[config.mk]
export PLATFORM = sky130hd
export DESIGN_NAME = port_arbiter_flat
export DESIGN_NICKNAME = d
export VERILOG_FILES = /design/src/rtl/port_arbiter_pkg.sv /design/src/rtl/port_arbiter_if.sv /design/src/rtl/port_arbiter_flit_fifo.sv /design/src/rtl/port_arbiter.sv /design/src/flat_wrapper.sv
export SDC_FILE = /design/constraint.sdc
export NUM_CORES = 1
export LEC_CHECK = 0
export BUFFER_PORTS_ARGS = -buffer_cell sky130_fd_sc_hd__buf_2
export CAP_MARGIN = 20
export CELL_PAD_IN_SITES_DETAIL_PLACEMENT = 1
export CELL_PAD_IN_SITES_GLOBAL_PLACEMENT = 1
export CORE_UTILIZATION = 44
export DETAILED_ROUTE_END_ITERATION = 6
export HOLD_SLACK_MARGIN = 0.15
export PLACE_DENSITY_LB_ADDON = 0.1
export SYNTH_ARGS = -nofsm -noshare
export SYNTH_HDL_FRONTEND = slang
export SYNTH_SLANG_ARGS = --single-unit
[constraint.sdc]
create_clock -name clk -period 3.5 [get_ports clk]
set_clock_uncertainty 0.15 [all_clocks]
set_input_delay 0.525 -clock clk [delete_from_list [all_inputs] [get_ports clk]]
set_output_delay 0.525 -clock clk [all_outputs]
set_load 0.005 [all_outputs]
[src/rtl/port_arbiter_pkg.sv]
// Shared definitions for the four-port round-robin arbiter and its output queue.
package port_arbiter_pkg;

    typedef enum logic [1:0] {
        PORT_N = 2'd0,
        PORT_S = 2'd1,
        PORT_E = 2'd2,
        PORT_W = 2'd3
    } port_e;

    localparam int NUM_PORTS  = 4;
    localparam int FLIT_W_DEF = 7;
    localparam int DEPTH_DEF  = 4;

    function automatic logic [1:0] next_port(input logic [1:0] p);
        return p + 2'd1;
    endfunction

endpackage

[src/rtl/port_arbiter_if.sv]
// Request/grant bundle for the four input ports plus the downstream flit channel.
interface port_arbiter_if #(
    parameter  int FLIT_W = port_arbiter_pkg::FLIT_W_DEF,
    parameter  int DEPTH  = port_arbiter_pkg::DEPTH_DEF,
    localparam int CNT_W  = $clog2(DEPTH + 1)
);
    logic              nsig, ssig, esig, wsig;
    logic [FLIT_W-1:0] ninc, sinc, einc, winc;
    logic              ngnt, sgnt, egnt, wgnt;
    logic [FLIT_W-1:0] oflit;
    logic              ovalid;
    logic              ordy;
    logic [1:0]        oport;
    logic [CNT_W-1:0]  count;

    // Requesters and the downstream consumer.
    modport master (
        output nsig, ssig, esig, wsig,
        output ninc, sinc, einc, winc,
        output ordy,
        input  ngnt, sgnt, egnt, wgnt,
        input  oflit, ovalid, oport, count
    );

    // The arbiter itself.
    modport slave (
        input  nsig, ssig, esig, wsig,
        input  ninc, sinc, einc, winc,
        input  ordy,
        output ngnt, sgnt, egnt, wgnt,
        output oflit, ovalid, oport, count
    );
endinterface

[src/rtl/port_arbiter_flit_fifo.sv]
// Output queue: DEPTH-entry circular buffer with a registered head that is zero when empty.
module flit_fifo #(
    parameter  int WIDTH = 9,
    parameter  int DEPTH = 4,
    localparam int IDX_W = $clog2(DEPTH),
    localparam int CNT_W = $clog2(DEPTH + 1)
) (
    input  logic             clk,
    input  logic             srst,
    input  logic             push,
    input  logic [WIDTH-1:0] wdata,
    input  logic             ordy,
    output logic [WIDTH-1:0] head,
    output logic             valid,
    output logic [CNT_W-1:0] count
);
    logic [WIDTH-1:0] mem [DEPTH];
    logic [IDX_W-1:0] rd_idx_reg, rd_idx_next;
    logic [IDX_W-1:0] wr_idx_reg;
    logic [CNT_W-1:0] count_reg, count_next;
    logic [WIDTH-1:0] head_reg;
    logic             pop;

    assign pop = (count_reg != '0) && ordy;

    always_comb begin
        rd_idx_next = pop ? rd_idx_reg + IDX_W'(1) : rd_idx_reg;
        count_next  = count_reg;
        if (push && !pop) begin
            count_next = count_reg + CNT_W'(1);
        end else if (!push && pop) begin
            count_next = count_reg - CNT_W'(1);
        end
    end

    always_ff @(posedge clk) begin
        if (push && !srst) begin
            mem[wr_idx_reg] <= wdata;
        end
    end

    // Head is re-read from the next read index each edge; a flit landing in that very
    // slot on the same edge is forwarded so a fresh push is visible one cycle later.
    always_ff @(posedge clk) begin
        if (srst) begin
            rd_idx_reg <= '0;
            wr_idx_reg <= '0;
            count_reg  <= '0;
            head_reg   <= '0;
        end else begin
            rd_idx_reg <= rd_idx_next;
            count_reg  <= count_next;
            if (push) begin
                wr_idx_reg <= wr_idx_reg + IDX_W'(1);
            end
            if (count_next == '0) begin
                head_reg <= '0;
            end else if (push && (wr_idx_reg == rd_idx_next)) begin
                head_reg <= wdata;
            end else begin
                head_reg <= mem[rd_idx_next];
            end
        end
    end

    assign head  = head_reg;
    assign valid = (count_reg != '0);
    assign count = count_reg;
endmodule

[src/rtl/port_arbiter.sv]
// Four-port round-robin arbiter feeding a small output queue; grants are combinational.
module port_arbiter
    import port_arbiter_pkg::*;
#(
    parameter int FLIT_W = FLIT_W_DEF,
    parameter int DEPTH  = DEPTH_DEF
) (
    input  logic          clk,
    input  logic          rst,
    port_arbiter_if.slave bus
);
    localparam int CNT_W = $clog2(DEPTH + 1);

    logic [NUM_PORTS-1:0] req;
    logic [NUM_PORTS-1:0] rot_req;
    logic [NUM_PORTS-1:0] gnt;
    logic [FLIT_W-1:0]    inc [NUM_PORTS];
    logic [1:0]           ptr_reg, ptr_next;
    logic [1:0]           offset;
    logic [1:0]           gidx;
    logic                 found;
    logic                 can_push;
    logic                 grant_any;
    logic [FLIT_W+1:0]    fifo_head;
    logic                 fifo_valid;
    logic [CNT_W-1:0]     fifo_count;

    assign req    = {bus.wsig, bus.esig, bus.ssig, bus.nsig};
    assign inc[0] = bus.ninc;
    assign inc[1] = bus.sinc;
    assign inc[2] = bus.einc;
    assign inc[3] = bus.winc;

    // Rotate requests so bit 0 is the port the pointer currently favours.
    generate
        for (genvar gi = 0; gi < NUM_PORTS; gi++) begin : g_rot
            assign rot_req[gi] = req[2'(ptr_reg + 2'(gi))];
        end
    endgenerate

    always_comb begin
        found  = 1'b0;
        offset = 2'd0;
        for (int k = 0; k < NUM_PORTS; k++) begin
            if (!found && rot_req[k]) begin
                found  = 1'b1;
                offset = 2'(k);
            end
        end
    end

    // A pop on the same edge does not open a slot; reset suppresses every grant.
    assign gidx      = ptr_reg + offset;
    assign can_push  = !rst && (fifo_count < CNT_W'(DEPTH));
    assign grant_any = found && can_push;

    generate
        for (genvar gi = 0; gi < NUM_PORTS; gi++) begin : g_gnt
            assign gnt[gi] = grant_any && (gidx == 2'(gi));
        end
    endgenerate

    assign ptr_next = grant_any ? next_port(gidx) : ptr_reg;

    always_ff @(posedge clk) begin
        if (rst) begin
            ptr_reg <= PORT_N;
        end else begin
            ptr_reg <= ptr_next;
        end
    end

    flit_fifo #(
        .WIDTH(FLIT_W + 2),
        .DEPTH(DEPTH)
    ) u_fifo (
        .clk  (clk),
        .srst (rst),
        .push (grant_any),
        .wdata({gidx, inc[gidx]}),
        .ordy (bus.ordy),
        .head (fifo_head),
        .valid(fifo_valid),
        .count(fifo_count)
    );

    assign bus.ngnt   = gnt[0];
    assign bus.sgnt   = gnt[1];
    assign bus.egnt   = gnt[2];
    assign bus.wgnt   = gnt[3];
    assign bus.oflit  = fifo_head[FLIT_W-1:0];
    assign bus.oport  = fifo_head[FLIT_W+1:FLIT_W];
    assign bus.ovalid = fifo_valid;
    assign bus.count  = fifo_count;
endmodule

[src/flat_wrapper.sv]
// flat-port wrapper written by rule: the top's interface ports become plain ports
module port_arbiter_flat import port_arbiter_pkg::*;
#(
    parameter int FLIT_W = FLIT_W_DEF,
    parameter int DEPTH  = DEPTH_DEF
)
  (clk, rst, bus_nsig, bus_ssig, bus_esig, bus_wsig, bus_ninc, bus_sinc, bus_einc, bus_winc, bus_ordy, bus_ngnt, bus_sgnt, bus_egnt, bus_wgnt, bus_oflit, bus_ovalid, bus_oport, bus_count);
  port_arbiter_if #(.FLIT_W(FLIT_W), .DEPTH(DEPTH)) bus_i ();
  input  logic clk;
  input  logic rst;
  input wire logic [$bits(bus_i.nsig)-1:0] bus_nsig;
  input wire logic [$bits(bus_i.ssig)-1:0] bus_ssig;
  input wire logic [$bits(bus_i.esig)-1:0] bus_esig;
  input wire logic [$bits(bus_i.wsig)-1:0] bus_wsig;
  input wire logic [$bits(bus_i.ninc)-1:0] bus_ninc;
  input wire logic [$bits(bus_i.sinc)-1:0] bus_sinc;
  input wire logic [$bits(bus_i.einc)-1:0] bus_einc;
  input wire logic [$bits(bus_i.winc)-1:0] bus_winc;
  input wire logic [$bits(bus_i.ordy)-1:0] bus_ordy;
  output wire logic [$bits(bus_i.ngnt)-1:0] bus_ngnt;
  output wire logic [$bits(bus_i.sgnt)-1:0] bus_sgnt;
  output wire logic [$bits(bus_i.egnt)-1:0] bus_egnt;
  output wire logic [$bits(bus_i.wgnt)-1:0] bus_wgnt;
  output wire logic [$bits(bus_i.oflit)-1:0] bus_oflit;
  output wire logic [$bits(bus_i.ovalid)-1:0] bus_ovalid;
  output wire logic [$bits(bus_i.oport)-1:0] bus_oport;
  output wire logic [$bits(bus_i.count)-1:0] bus_count;
  assign bus_i.nsig = bus_nsig;
  assign bus_i.ssig = bus_ssig;
  assign bus_i.esig = bus_esig;
  assign bus_i.wsig = bus_wsig;
  assign bus_i.ninc = bus_ninc;
  assign bus_i.sinc = bus_sinc;
  assign bus_i.einc = bus_einc;
  assign bus_i.winc = bus_winc;
  assign bus_i.ordy = bus_ordy;
  assign bus_ngnt = bus_i.ngnt;
  assign bus_sgnt = bus_i.sgnt;
  assign bus_egnt = bus_i.egnt;
  assign bus_wgnt = bus_i.wgnt;
  assign bus_oflit = bus_i.oflit;
  assign bus_ovalid = bus_i.ovalid;
  assign bus_oport = bus_i.oport;
  assign bus_count = bus_i.count;
  port_arbiter #(.FLIT_W(FLIT_W), .DEPTH(DEPTH)) u_core (.clk(clk), .rst(rst), .bus(bus_i));
endmodule
==> metrics.csv <==
metric,value,unit
outcome,completed,
H-tree levels,2,
PortBufs,51,
half-perimeter wire length after placement,6.26,mm
met3 Use GR,0.0373,
Synth area leaders,"edfxtp_1, dfxtp_1, mux2i_1, mux2_2, nand2_1",
Initial Util,0.454,
"Primary FF master, synth",edfxtp_1,
"Largest stage delay, worst path",0.67,ns
distinct cell type count after synthesis,52,
fin crit period,3.35,ns
Place WS,0.185,ns
ys async rst share,0,
global route hottest layer,met2,
Synth Instances,314,
slowest CP cell,or4_2,
clk buf depth,2,
M2 GR Usage,0.389,
Skew-Pair Late Insertion Delay,0.31,ns
"CTS clk-pin slew, worst paths",0.11,ns
initial antenna violation count,0,
area of the core,0.00725,sq mm
crit-path cells,or4_2 > o2111ai_1 > ha_1 > xor2_1 > nand3_1 > nand2_1 > inv_1 > ha_1 > and3_2 > buf_2,
count of final max-slew check failures,0,
CP Max Fanout,3,
area grow syn2layout,15.1,%
largest net degree at the start of global routing,46,
"Cell Area, Synth",0.00329,sq mm
CP Data Required Time,2.82,ns
Final setup viols,0,
number of core rows,31,
drt wl/cell,18.4,um
nets@finish,412,
grt ovf,0,
Worst setup EP type,primary output,
DR DRC count,0,
syn_nets,361,
Critical Path Start Type,flip-flop,
Antenna Cells,0,
Antenna Violating Nets Remaining,0,
RSZ-0062 raised after global routing,false,
Worst Slack Setup Final,0.155,ns
most used cell along the critical path,ha_1,
CTS sink count,54,
layout cell share with drive strength beyond 1,0.322,
Post-synth EDFFs,36,
via-per-instance ratio,5.74,
pwr dens,762,mW/mm^2
Die Area,0.00783,sq mm
Final Wtd Congestion,0.777,
clock root buffer,clkbuf_8,
PostCTS Resize Cnt,0,
arrival time worst endpoint,2.67,ns
final hold violation count,0,
post-synthesis area per instance,10.5,sq um
Final Cycle Share,0.956,
global-route wire length before repair,13.5,mm
Die Y,88.5,um
min-delay worst type,flip-flop to flip-flop,
hold_buf cts,0,
Die W,88.5,um
total negative slack,0,ns
register area share after synthesis,0.438,
Worst VDD drop,0.000280,V
max reg flops,36,
WL final,8.57,mm
GRT Total Usage,0.228,
drt pass-1 iters,4,
1st-iter DRT viols,122,
P_leak,0.00148,uW
Yosys top cell by area,edfxtp_1,
via count,2668,
worst slew pin tran,0.830,ns
max_slew headroom,0.446,
vias in the first global route,2708,
CTS buffer count,5,
top-level I/O count,52,
Post-CTS Setup Inserts,0,
met1 usage,0.305,
top cell type's share of synthesized area,0.329,
Synth Register Bits,54,
synth warn,0,
Max Cap Viol,0,
Crit Path Class,flip-flop to primary output,
FMAX,299,MHz
Final Core Density,0.522,
CTS tree,done,
==> cell usage after synthesis (2+ instances only) <==
library cell   n
a2111oi_0      7
a311oi_2       8
a311o_1        2
nand2_1       41
edfxtp_1      36
a221oi_2       3
inv_1          8
mux2i_1       22
and3_2         8
o211ai_1       2
a211oi_1       6
nand3_1       10
a311oi_1       7
xor2_1         2
dfxtp_1       18
and3_1         4
o21ai_1        2
xnor2_1        3
buf_1          2
buf_2          5
or3_1          2
nor2_1        14
nor3_1        15
o21ai_0       11
a31oi_1        3
clkbuf_1      13
a21oi_1        9
mux2_2        14
o21a_1         2
a21o_1         2
ha_1          12
==> worst max-delay path: cells and delay by family (launching register included) <==
kind,cells,cell delay (ns)
simple gates,4,1.05
fa+ha+maj,2,0.44
flops,1,0.35
xor+xnor,1,0.21
buf+inv,2,0.21
compound gates,1,0.10
==> kinds of logic after synthesis <==
logic type / share of synthesized area
simple gates: 0.154
xor+xnor: 0.0133
flops: 0.438
fa+ha+maj: 0.0456
compound gates: 0.191
mux: 0.115
buf+inv: 0.0422
==> cells in the final DEF, fill, tap and decap left out, types with 2 or more instances in the layout <==
cell type	n
nor3_1	15
a21o_1	2
o21ai_1	2
clkbuf_8	6
xnor2_1	3
o21a_1	2
a21oi_1	9
a311o_1	2
and3_2	8
buf_4	16
dfxtp_1	18
a311oi_2	8
inv_1	8
xor2_1	2
ha_1	12
a2111oi_0	7
or3_1	2
a311oi_1	7
nand2_1	41
buf_2	51
nand3_1	10
edfxtp_1	36
nor2_1	13
a211oi_1	6
and3_1	4
a31oi_1	3
o211ai_1	2
mux2_2	14
mux2i_1	22
o21ai_0	11
a221oi_2	3
==> path summary, 6_finish.rpt <==
path	startpoint	to	slack, ns	cells after the start
hold reg to reg	u_core.u_fifo.rd_idx_reg[0]	u_core.u_fifo.rd_idx_reg[0]	0.41	2
setup reg to reg	u_core.ptr_reg[0]	u_core.u_fifo.mem[1][6]	0.57	9
hold / removal	u_core.u_fifo.rd_idx_reg[0]	u_core.u_fifo.rd_idx_reg[0]	0.41	2
setup / recovery	u_core.ptr_reg[0]	bus_ngnt	0.15	10
==> cell type report <==
cell class,count,area (sq um)
clock buffers,6,82.6
clock inverters,2,16.3
fillers,826,3470
well taps,99,124
repair buffers,67,375
multi-input cells,228,1710
flip-flops and latches,54,1440
inverters,9,33.8
==> metal layers <==
layer  vias to the layer above  routed length, um
met4                         0                 79
met3                         6                290
met5                         -                  0
li1                       1290                  -
met1                      1308               4090
met2                        64               4110
==> stage by stage <==
step / std cells / total power, uW / instance area (sq um) / hold slack [ns]
3_3_place_gp: 457 / 2460 / 3690 / 0.392
6_report: 465 / 2880 / 3780 / 0.408
5_1_grt: 465 / 3090 / 3780 / 0.415
4_1_cts: 465 / 2900 / 3780 / 0.406
3_5_place_dp: 457 / 2520 / 3690 / 0.402
2_1_floorplan: 314 / 2050 / 3290 / 0.382
==> power by group <==
group | internal, uW | leakage, uW | switching, uW
sequential | 919 | 0.000481 | 98.7
combinational | 606 | 0.000950 | 883
clock | 163 | 0.0000478 | 215
No activity file was read; power rests on OpenSTA's default activity.
